==> src/rtl/instr_fetch_pkg.sv <==
// Shared widths, reset PC, FSM state encoding and instruction field positions
// for the byte-serial instruction fetch unit.
package instr_fetch_pkg;

    localparam int IF_ADDR_W  = 11;
    localparam int IF_DATA_W  = 24;
    localparam int IF_INSTR_W = 28;
    localparam logic [IF_ADDR_W-1:0] IF_RESET_PC = 11'd1024;

    localparam int BYTES_PER_INSTR = 4;

    typedef enum logic [1:0] {
        ST_IDLE = 2'd0,
        ST_REQ  = 2'd1,
        ST_CAP  = 2'd2,
        ST_HOLD = 2'd3
    } fetch_state_t;

    // Instruction layout {opcode5, Rs5, Rt5, Rd5, imm8}
    localparam int OPC_LSB = 23;
    localparam int OPC_W   = 5;
    localparam int RS_LSB  = 18;
    localparam int RT_LSB  = 13;
    localparam int RD_LSB  = 8;
    localparam int REG_W   = 5;
    localparam int IMM_LSB = 0;
    localparam int IMM_W   = 8;

endpackage

==> src/rtl/instr_fetch.sv <==
// Byte-serial instruction fetch: reads four bytes per instruction from a
// registered-read memory, assembles them big-endian and holds until accepted.
module instr_fetch
    import instr_fetch_pkg::*;
#(
    parameter int ADDR_W  = IF_ADDR_W,
    parameter int DATA_W  = IF_DATA_W,
    parameter int INSTR_W = IF_INSTR_W,
    parameter logic [ADDR_W-1:0] RESET_PC = ADDR_W'(IF_RESET_PC)
) (
    input  logic               clk,
    input  logic               rst_n,
    input  logic               fetch_en,
    input  logic               pc_load,
    input  logic [ADDR_W-1:0]  pc_new,
    output logic               memread,
    output logic [ADDR_W-1:0]  address,
    input  logic [DATA_W-1:0]  memdata,
    output logic [INSTR_W-1:0] instr,
    output logic [ADDR_W-1:0]  instr_pc,
    output logic               instr_valid,
    input  logic               instr_ready,
    output logic               busy
);

    fetch_state_t       state_reg;
    logic [ADDR_W-1:0]  pc_reg;
    logic [1:0]         k_reg;
    logic [INSTR_W-1:0] byte_sr_reg;

    logic [ADDR_W-1:0]  pc_load_target;
    logic [ADDR_W-1:0]  pc_plus4;
    logic [ADDR_W-1:0]  byte_addr_next;
    logic [1:0]         k_inc;
    logic               unused_memdata;

    assign pc_load_target = {pc_new[ADDR_W-1:2], 2'b00};
    assign pc_plus4       = pc_reg + ADDR_W'(4);
    assign k_inc          = k_reg + 2'd1;
    assign byte_addr_next = pc_reg + ADDR_W'(k_inc);
    assign busy           = (state_reg != ST_IDLE);
    // Only the low byte of each memory word carries instruction data.
    assign unused_memdata = ^memdata[DATA_W-1:8];

    always_ff @(posedge clk or negedge rst_n) begin
        if (!rst_n) begin
            state_reg   <= ST_IDLE;
            pc_reg      <= RESET_PC;
            k_reg       <= 2'd0;
            byte_sr_reg <= '0;
            memread     <= 1'b0;
            address     <= '0;
            instr       <= '0;
            instr_pc    <= '0;
            instr_valid <= 1'b0;
        end else if (pc_load) begin
            pc_reg      <= pc_load_target;
            k_reg       <= 2'd0;
            instr_valid <= 1'b0;
            if (fetch_en) begin
                state_reg <= ST_REQ;
                memread   <= 1'b1;
                address   <= pc_load_target;
            end else begin
                state_reg <= ST_IDLE;
                memread   <= 1'b0;
            end
        end else begin
            case (state_reg)
                ST_IDLE: begin
                    if (fetch_en) begin
                        k_reg     <= 2'd0;
                        state_reg <= ST_REQ;
                        memread   <= 1'b1;
                        address   <= pc_reg;
                    end
                end
                ST_REQ: begin
                    memread   <= 1'b0;
                    state_reg <= ST_CAP;
                end
                ST_CAP: begin
                    // Shifting left drops b0[7:4] once all four bytes are in.
                    byte_sr_reg <= {byte_sr_reg[INSTR_W-9:0], memdata[7:0]};
                    k_reg       <= k_inc;
                    if (k_reg == 2'd3) begin
                        state_reg <= ST_HOLD;
                    end else begin
                        state_reg <= ST_REQ;
                        memread   <= 1'b1;
                        address   <= byte_addr_next;
                    end
                end
                ST_HOLD: begin
                    if (!instr_valid) begin
                        instr       <= byte_sr_reg;
                        instr_pc    <= pc_reg;
                        instr_valid <= 1'b1;
                    end else if (instr_ready) begin
                        instr_valid <= 1'b0;
                        pc_reg      <= pc_plus4;
                        k_reg       <= 2'd0;
                        if (fetch_en) begin
                            state_reg <= ST_REQ;
                            memread   <= 1'b1;
                            address   <= pc_plus4;
                        end else begin
                            state_reg <= ST_IDLE;
                        end
                    end
                end
                default: state_reg <= ST_IDLE;
            endcase
        end
    end

endmodule
==> config.mk <==
export PLATFORM = sky130hd
export DESIGN_NAME = instr_fetch
export DESIGN_NICKNAME = d
export VERILOG_FILES = /design/src/rtl/instr_fetch_pkg.sv /design/src/rtl/instr_fetch.sv
export SDC_FILE = /design/constraint.sdc
export NUM_CORES = 1
export LEC_CHECK = 0
export ABC_AREA = 1
export BUFFER_PORTS_ARGS = -buffer_cell sky130_fd_sc_hd__buf_4
export CORE_MARGIN = 2
export CORE_UTILIZATION = 45
export DETAILED_ROUTE_END_ITERATION = 10
export PLACE_DENSITY_LB_ADDON = 0.15
export SLEW_MARGIN = 20
export SYNTH_ARGS = -nofsm -noshare
export SYNTH_HDL_FRONTEND = slang
export SYNTH_SLANG_ARGS = --single-unit
==> constraint.sdc <==
create_clock -name clk -period 1.7 [get_ports clk]
set_input_delay 0.34 -clock clk [delete_from_list [all_inputs] [get_ports clk]]
set_output_delay 0.34 -clock clk [all_outputs]
set_load 0.005 [all_outputs]
Word level (Yosys, flattened, before mapping)
Cells that the tools add are included.
{"block": "word_totals", "word_cells": 73, "register_bits": 95}
{"block": "op_classes", "n_addsub": 3, "eq_ne": 11, "muxes": 35, "reduce_logical": 13, "bitwise": 2}
{"operator": "$mux 11", "n": 11}
{"operator": "$pmux 11 s3", "n": 1}
{"operator": "$mux 2", "n": 9}
{"operator": "$ne 3x3->1 const B", "n": 4}
{"operator": "$reduce_and 3->1", "n": 4}
{"operator": "$add 11x2->11", "n": 1}
{"operator": "$add 11x3->11 const B", "n": 1}
{"operator": "$mux 1", "n": 11}
{"operator": "$pmux 2 s4", "n": 1}
{"operator": "$reduce_bool 2->1", "n": 4}
{"operator": "$reduce_and 7->1", "n": 1}
{"operator": "$eq 2x2->1 const B", "n": 3}
{"operator": "$pmux 2 s3", "n": 1}
{"operator": "$ne 2x2->1 const B", "n": 2}
{"operator": "$ne 4x4->1 const B", "n": 1}
{"operator": "$pmux 1 s4", "n": 1}
{"operator": "$reduce_and 4->1", "n": 1}
{"operator": "$reduce_bool 4->1", "n": 1}
{"operator": "$add 2x1->2 const B", "n": 1}
{"operator": "$eq 2x1->1 const B", "n": 1}
{"operator": "$logic_not 2->1", "n": 1}
{"operator": "$not 1->1", "n": 2}
{"operator": "$reduce_and 2->1", "n": 1}

Depth between registers and ports, before layout
{"block": "logic_depth", "word_depth": 6, "depth_mapped": 10, "depth_no_buf": 10}

Worst setup path after synthesis
Ideal clock, no wire load.
{"block": "synth_timing", "path_type": "register to register", "startpoint": "reg state_reg[0]", "endpoint": "reg address[2]", "path_buffers": 1, "path_slack_ns": 0.142, "required_ns": 1.572, "path_stages_with_launch": 11, "arrival_ns": 1.430, "cell_sequence": "dfrtp_1 inv_1 ha_1 nor2_2 nand3_1 o21ai_1 nor2_1 nand2_2 buf_6 nand2_1 o21ai_0"}
{"block": "synth_via", "elab_chain_cells": 3}
{"item": "from (decl)", "line_no": "instr_fetch.sv:26", "source": "fetch_state_t state_reg;"}
{"item": "from (signal assigned)", "line_no": "instr_fetch.sv:47", "source": "state_reg <= ST_IDLE;"}
{"item": "from (signal assigned)", "line_no": "instr_fetch.sv:61", "source": "state_reg <= ST_REQ;"}
{"item": "from (signal assigned)", "line_no": "instr_fetch.sv:65", "source": "state_reg <= ST_IDLE;"}
{"item": "$eq 2x2->1 or $logic_not 2->1 (tied branches)", "line_no": "instr_fetch.sv:69", "source": "case (state_reg)"}
{"item": "$ne 4x4->1 (no line), or another cell as far along"}
{"item": "$reduce_and 7->1 (no line) or $mux 11 (tied branches)"}
{"item": "to (signal assigned)", "line_no": "instr_fetch.sv:63", "source": "address <= pc_load_target;"}
{"item": "to (signal assigned)", "line_no": "instr_fetch.sv:75", "source": "address <= pc_reg;"}
{"item": "to (signal assigned)", "line_no": "instr_fetch.sv:91", "source": "address <= byte_addr_next;"}
{"item": "to (decl)", "line_no": "instr_fetch.sv:17", "source": "output logic [ADDR_W-1:0] address,"}
Several ways; a longest one is shown, not always the timed one.
A chain may end at the register's enable or synchronous reset.

Final worst setup path
{"block": "layout_timing", "startpoint": "reg state_reg[1]", "endpoint": "out busy"}
{"block": "layout_via", "elab_chain_cells": 1}
{"item": "$reduce_bool 2->1", "line_no": "instr_fetch.sv:41", "source": "assign busy = (state_reg != ST_IDLE);"}
{"item": "to (decl)", "line_no": "instr_fetch.sv:23", "source": "output logic busy"}
Every way passes these cells.

==> flow_metrics.tcl <==
set metrics [dict create \
    synth_compound_area_share_pct 15.3 \
    synthAdderAreaFrac_pct 1.86 \
    synthMuxAreaShare_pct 2.23 \
    worstRegToRegCells 6 \
    slowest_delay_ns 0.42 \
    syn_to_final_growth_pct 28.9 \
    yosysSeqAreaShare_pct 56.4 \
    critical_path.max_fanout 4 \
    insertion_delay_ns 0.37 \
    holdPathStages 3 \
    drive_gt1_share_pct 27.5 \
    die-width_um 98.7 \
    drt-total-wl_um 9660 \
    drtIter0Drc 186 \
    rsz0062_at_grt "true" \
    grt_pass1_wl_um 16200 \
    status "complete, but fails checks" \
    final_nets 602 \
    synthXorXnorAreaFrac_pct 0 \
    cts.sinks 91 \
    path_cells "buf_6 -> inv_4 -> ha_4 -> inv_4 -> buf_6 -> buf_6" \
    finalSetupViolCount 1 \
    cp.arrival_ns 1.37 \
    syn_area_um2 4040 \
    hpwlAfterDp_um 6960 \
    p_int_uw 5550 \
    dpl_cell_area_um2 4900 \
    skew_ns 0.0147 \
    switchingPower_uw 3320 \
    fill_cells 794 \
    mostFrequentLayoutCell "nand2_1" \
    cts_made_buffers 9 \
    clk_pin_slew_ns 0.10 \
    grt_pass1_vias 3295 \
    grt_overflow 0 \
    diodes 0 \
    rr_endpoint "instr[26]" \
    irDropWorstVdd_v 0.000918 \
    power_frac_seq_pct 41.2 \
    final_max_slew_viol_count 0 \
    place_congestion 0.844 \
    crit_path_end_kind "output pin" \
    min_to "byte_sr_reg[5]" \
    power.leakage_uw 0.00259 \
    cap_violations 0 \
    grt_use_total_pct 20.8 \
    grt_start_max_net_pins 49 \
    slowest_stage "dfrtp_1" \
    syn_avg_cell_area_um2 8.84 \
    cp_num_buf_inv 5 \
    worst_hold_path_type "input pin to register" \
    vias 3411 \
    antenna_found_initial 0 \
    final-hold-violation-count 0 \
    yosysTopAreaCell "dfrtp_1" \
    htreeDepth 3 \
    critical_path_class "register to output pin" \
    io_pins 93 \
    yosys.area_share.simple_pct 16.8 \
    portBuffers 72 \
    cts_tree "done" \
    setup_ws_ns -0.00652 \
    r2r_start "state_reg[1]" \
    synth_top_family_by_area "simple AND/OR/NAND/NOR gates" \
    drt-vias-per-instance 5.10 \
    final_area_um2 5200 \
    power_frac_comb_pct 41.5 \
    num_rows 34 \
    start_util_pct 46.3 \
    layout_common_cells "109 x nand2_1, 97 x buf_4, 89 x dfrtp_1" \
    min_period_ns 1.71 \
    synth_top_area_share_pct 55.8 \
    synth-seq-cells 91 \
    synth_cell_type_count 32 \
    fp.coreArea_um2 8720 \
    path_delay_family "buffers and inverters" \
    swShare_pct 37.4 \
    worstSetupStartpointType "register" \
    die_y_um 98.7 \
    rrSetupSlack_ns 0.04 \
    min_from "memdata[5]" \
    cts_buffer_depth 2 \
    postSynthCellCount 457 \
    netlist_top_cells_area "dfrtp_1 56%, nand2_1 10%, o21ai_0 9.7%, inv_1 4.3%, nand3_1 3.5%" \
    timing.fmax_ghz 0.586 \
    finalSetupTns_ns -0.00652 \
    drt.antenna.violating_nets 0 \
    cp_common_cell "buf_6" \
    powerDensity_nw_per_um2 1700 \
    fin_crit_sh_pct 100 \
    wl_per_cell_um 14.4 \
    drc 0 \
    failed_checks "negative setup slack" \
    synth-warning-count 0 \
    drtPass1Iterations 4 \
    clkPwrFrac_pct 17.3 \
    cp.required_ns 1.36 \
    cts-root-buf "clkbuf_8" \
    dieArea_um2 9750 \
]
[repair_timing]
| item | in CTS | in global routing |
|---|---|---|
| hold endpoints to repair | 18 | 0 |
| endpoints found under the setup margin | 5 | 40 |
| pin swaps | 0 | 2 |
| hold buffers | 1 | 0 |
| setup buffers | 2 | 0 |
| gates resized for setup | 8 | 17 |
[cell type report]
| cell class | count | area (um2) | share of cell area (%) |
|---|---|---|---|
| multi-input cells | 298 | 1530 | 29.3 |
| clock buffers | 10 | 128 | 2.45 |
| repair buffers | 106 | 867 | 16.7 |
| well taps | 108 | 135 | 2.60 |
| inverters | 50 | 196 | 3.78 |
| flip-flops and latches | 91 | 2280 | 43.8 |
| clock inverters | 6 | 71.3 | 1.37 |
[layer usage]
metal  wire length (um)  part of all wire, %  GRT usage, %
met5                  0                    0             0
met4                193                  2.0          8.22
met1               4770                   49          31.5
met3                515                  5.3          3.05
met2               4180                   43          30.5
[worst max-delay path by stage]
| stage | cells after the start | endpoint | start | slack [ns] |
|---|---|---|---|---|
| detailed placement | 11 | address[9] | state_reg[1] | -0.02 |
| CTS | 6 | busy | state_reg[1] | -0.03 |
| global placement | 11 | address[9] | state_reg[1] | 0.04 |
| floorplan | 10 | address[2] | state_reg[0] | 0.14 |
| finish | 6 | busy | state_reg[1] | -0.007 |
| global route | 11 | address[6] | state_reg[1] | -0.08 |
[tightest hold or removal path, stage by stage]
cell     delay (ns)
buf_4          0.08
nand2_1        0.04
o21ai_0        0.05
[logic make-up after synthesis]
logic type,after synthesis
AOI/OAI and AO/OA,117
adders and majority gates,6
buffers and inverters,70
DFF,91
muxes,8
other,1
and+or+nand+nor,164
[cells in the mapped netlist, drive strengths merged]
master,number
or2,1
conb,1
o211ai,1
nor3,3
mux2,8
clkinv,1
nand2,111
dfstp,1
a21oi,21
nand4,2
buf,9
inv,49
a22oi,4
o21ai,84
nand3,28
clkbuf,11
nor2,19
a21boi,1
a311oi,1
dfrtp,90
o31ai,1
ha,6
a31oi,4
[power by group through the flow]
stage | clock network (uW) | logic, uW | registers, uW
finish | 1530 | 3680 | 3660
global route | 1650 | 4130 | 3780
CTS | 1560 | 3590 | 3640
detailed placement | 0 | 3450 | 3680
global placement | 0 | 3370 | 3640
floorplan | 0 | 1800 | 3600
[stage by stage]
stage	util [%]	setup WS (ns)	total power [uW]	hold WS, ns	cells
floorplan	-	0.142	5400	0.0444	459
global placement	56.2	0.0409	7010	0.258	650
detailed placement	56.2	-0.0247	7130	0.266	650
CTS	59.1	-0.0284	8790	0.159	669
global route	59.7	-0.0820	9570	0.178	669
finish	59.7	-0.00652	8870	0.169	669
(Power assumes the default switching activity.)
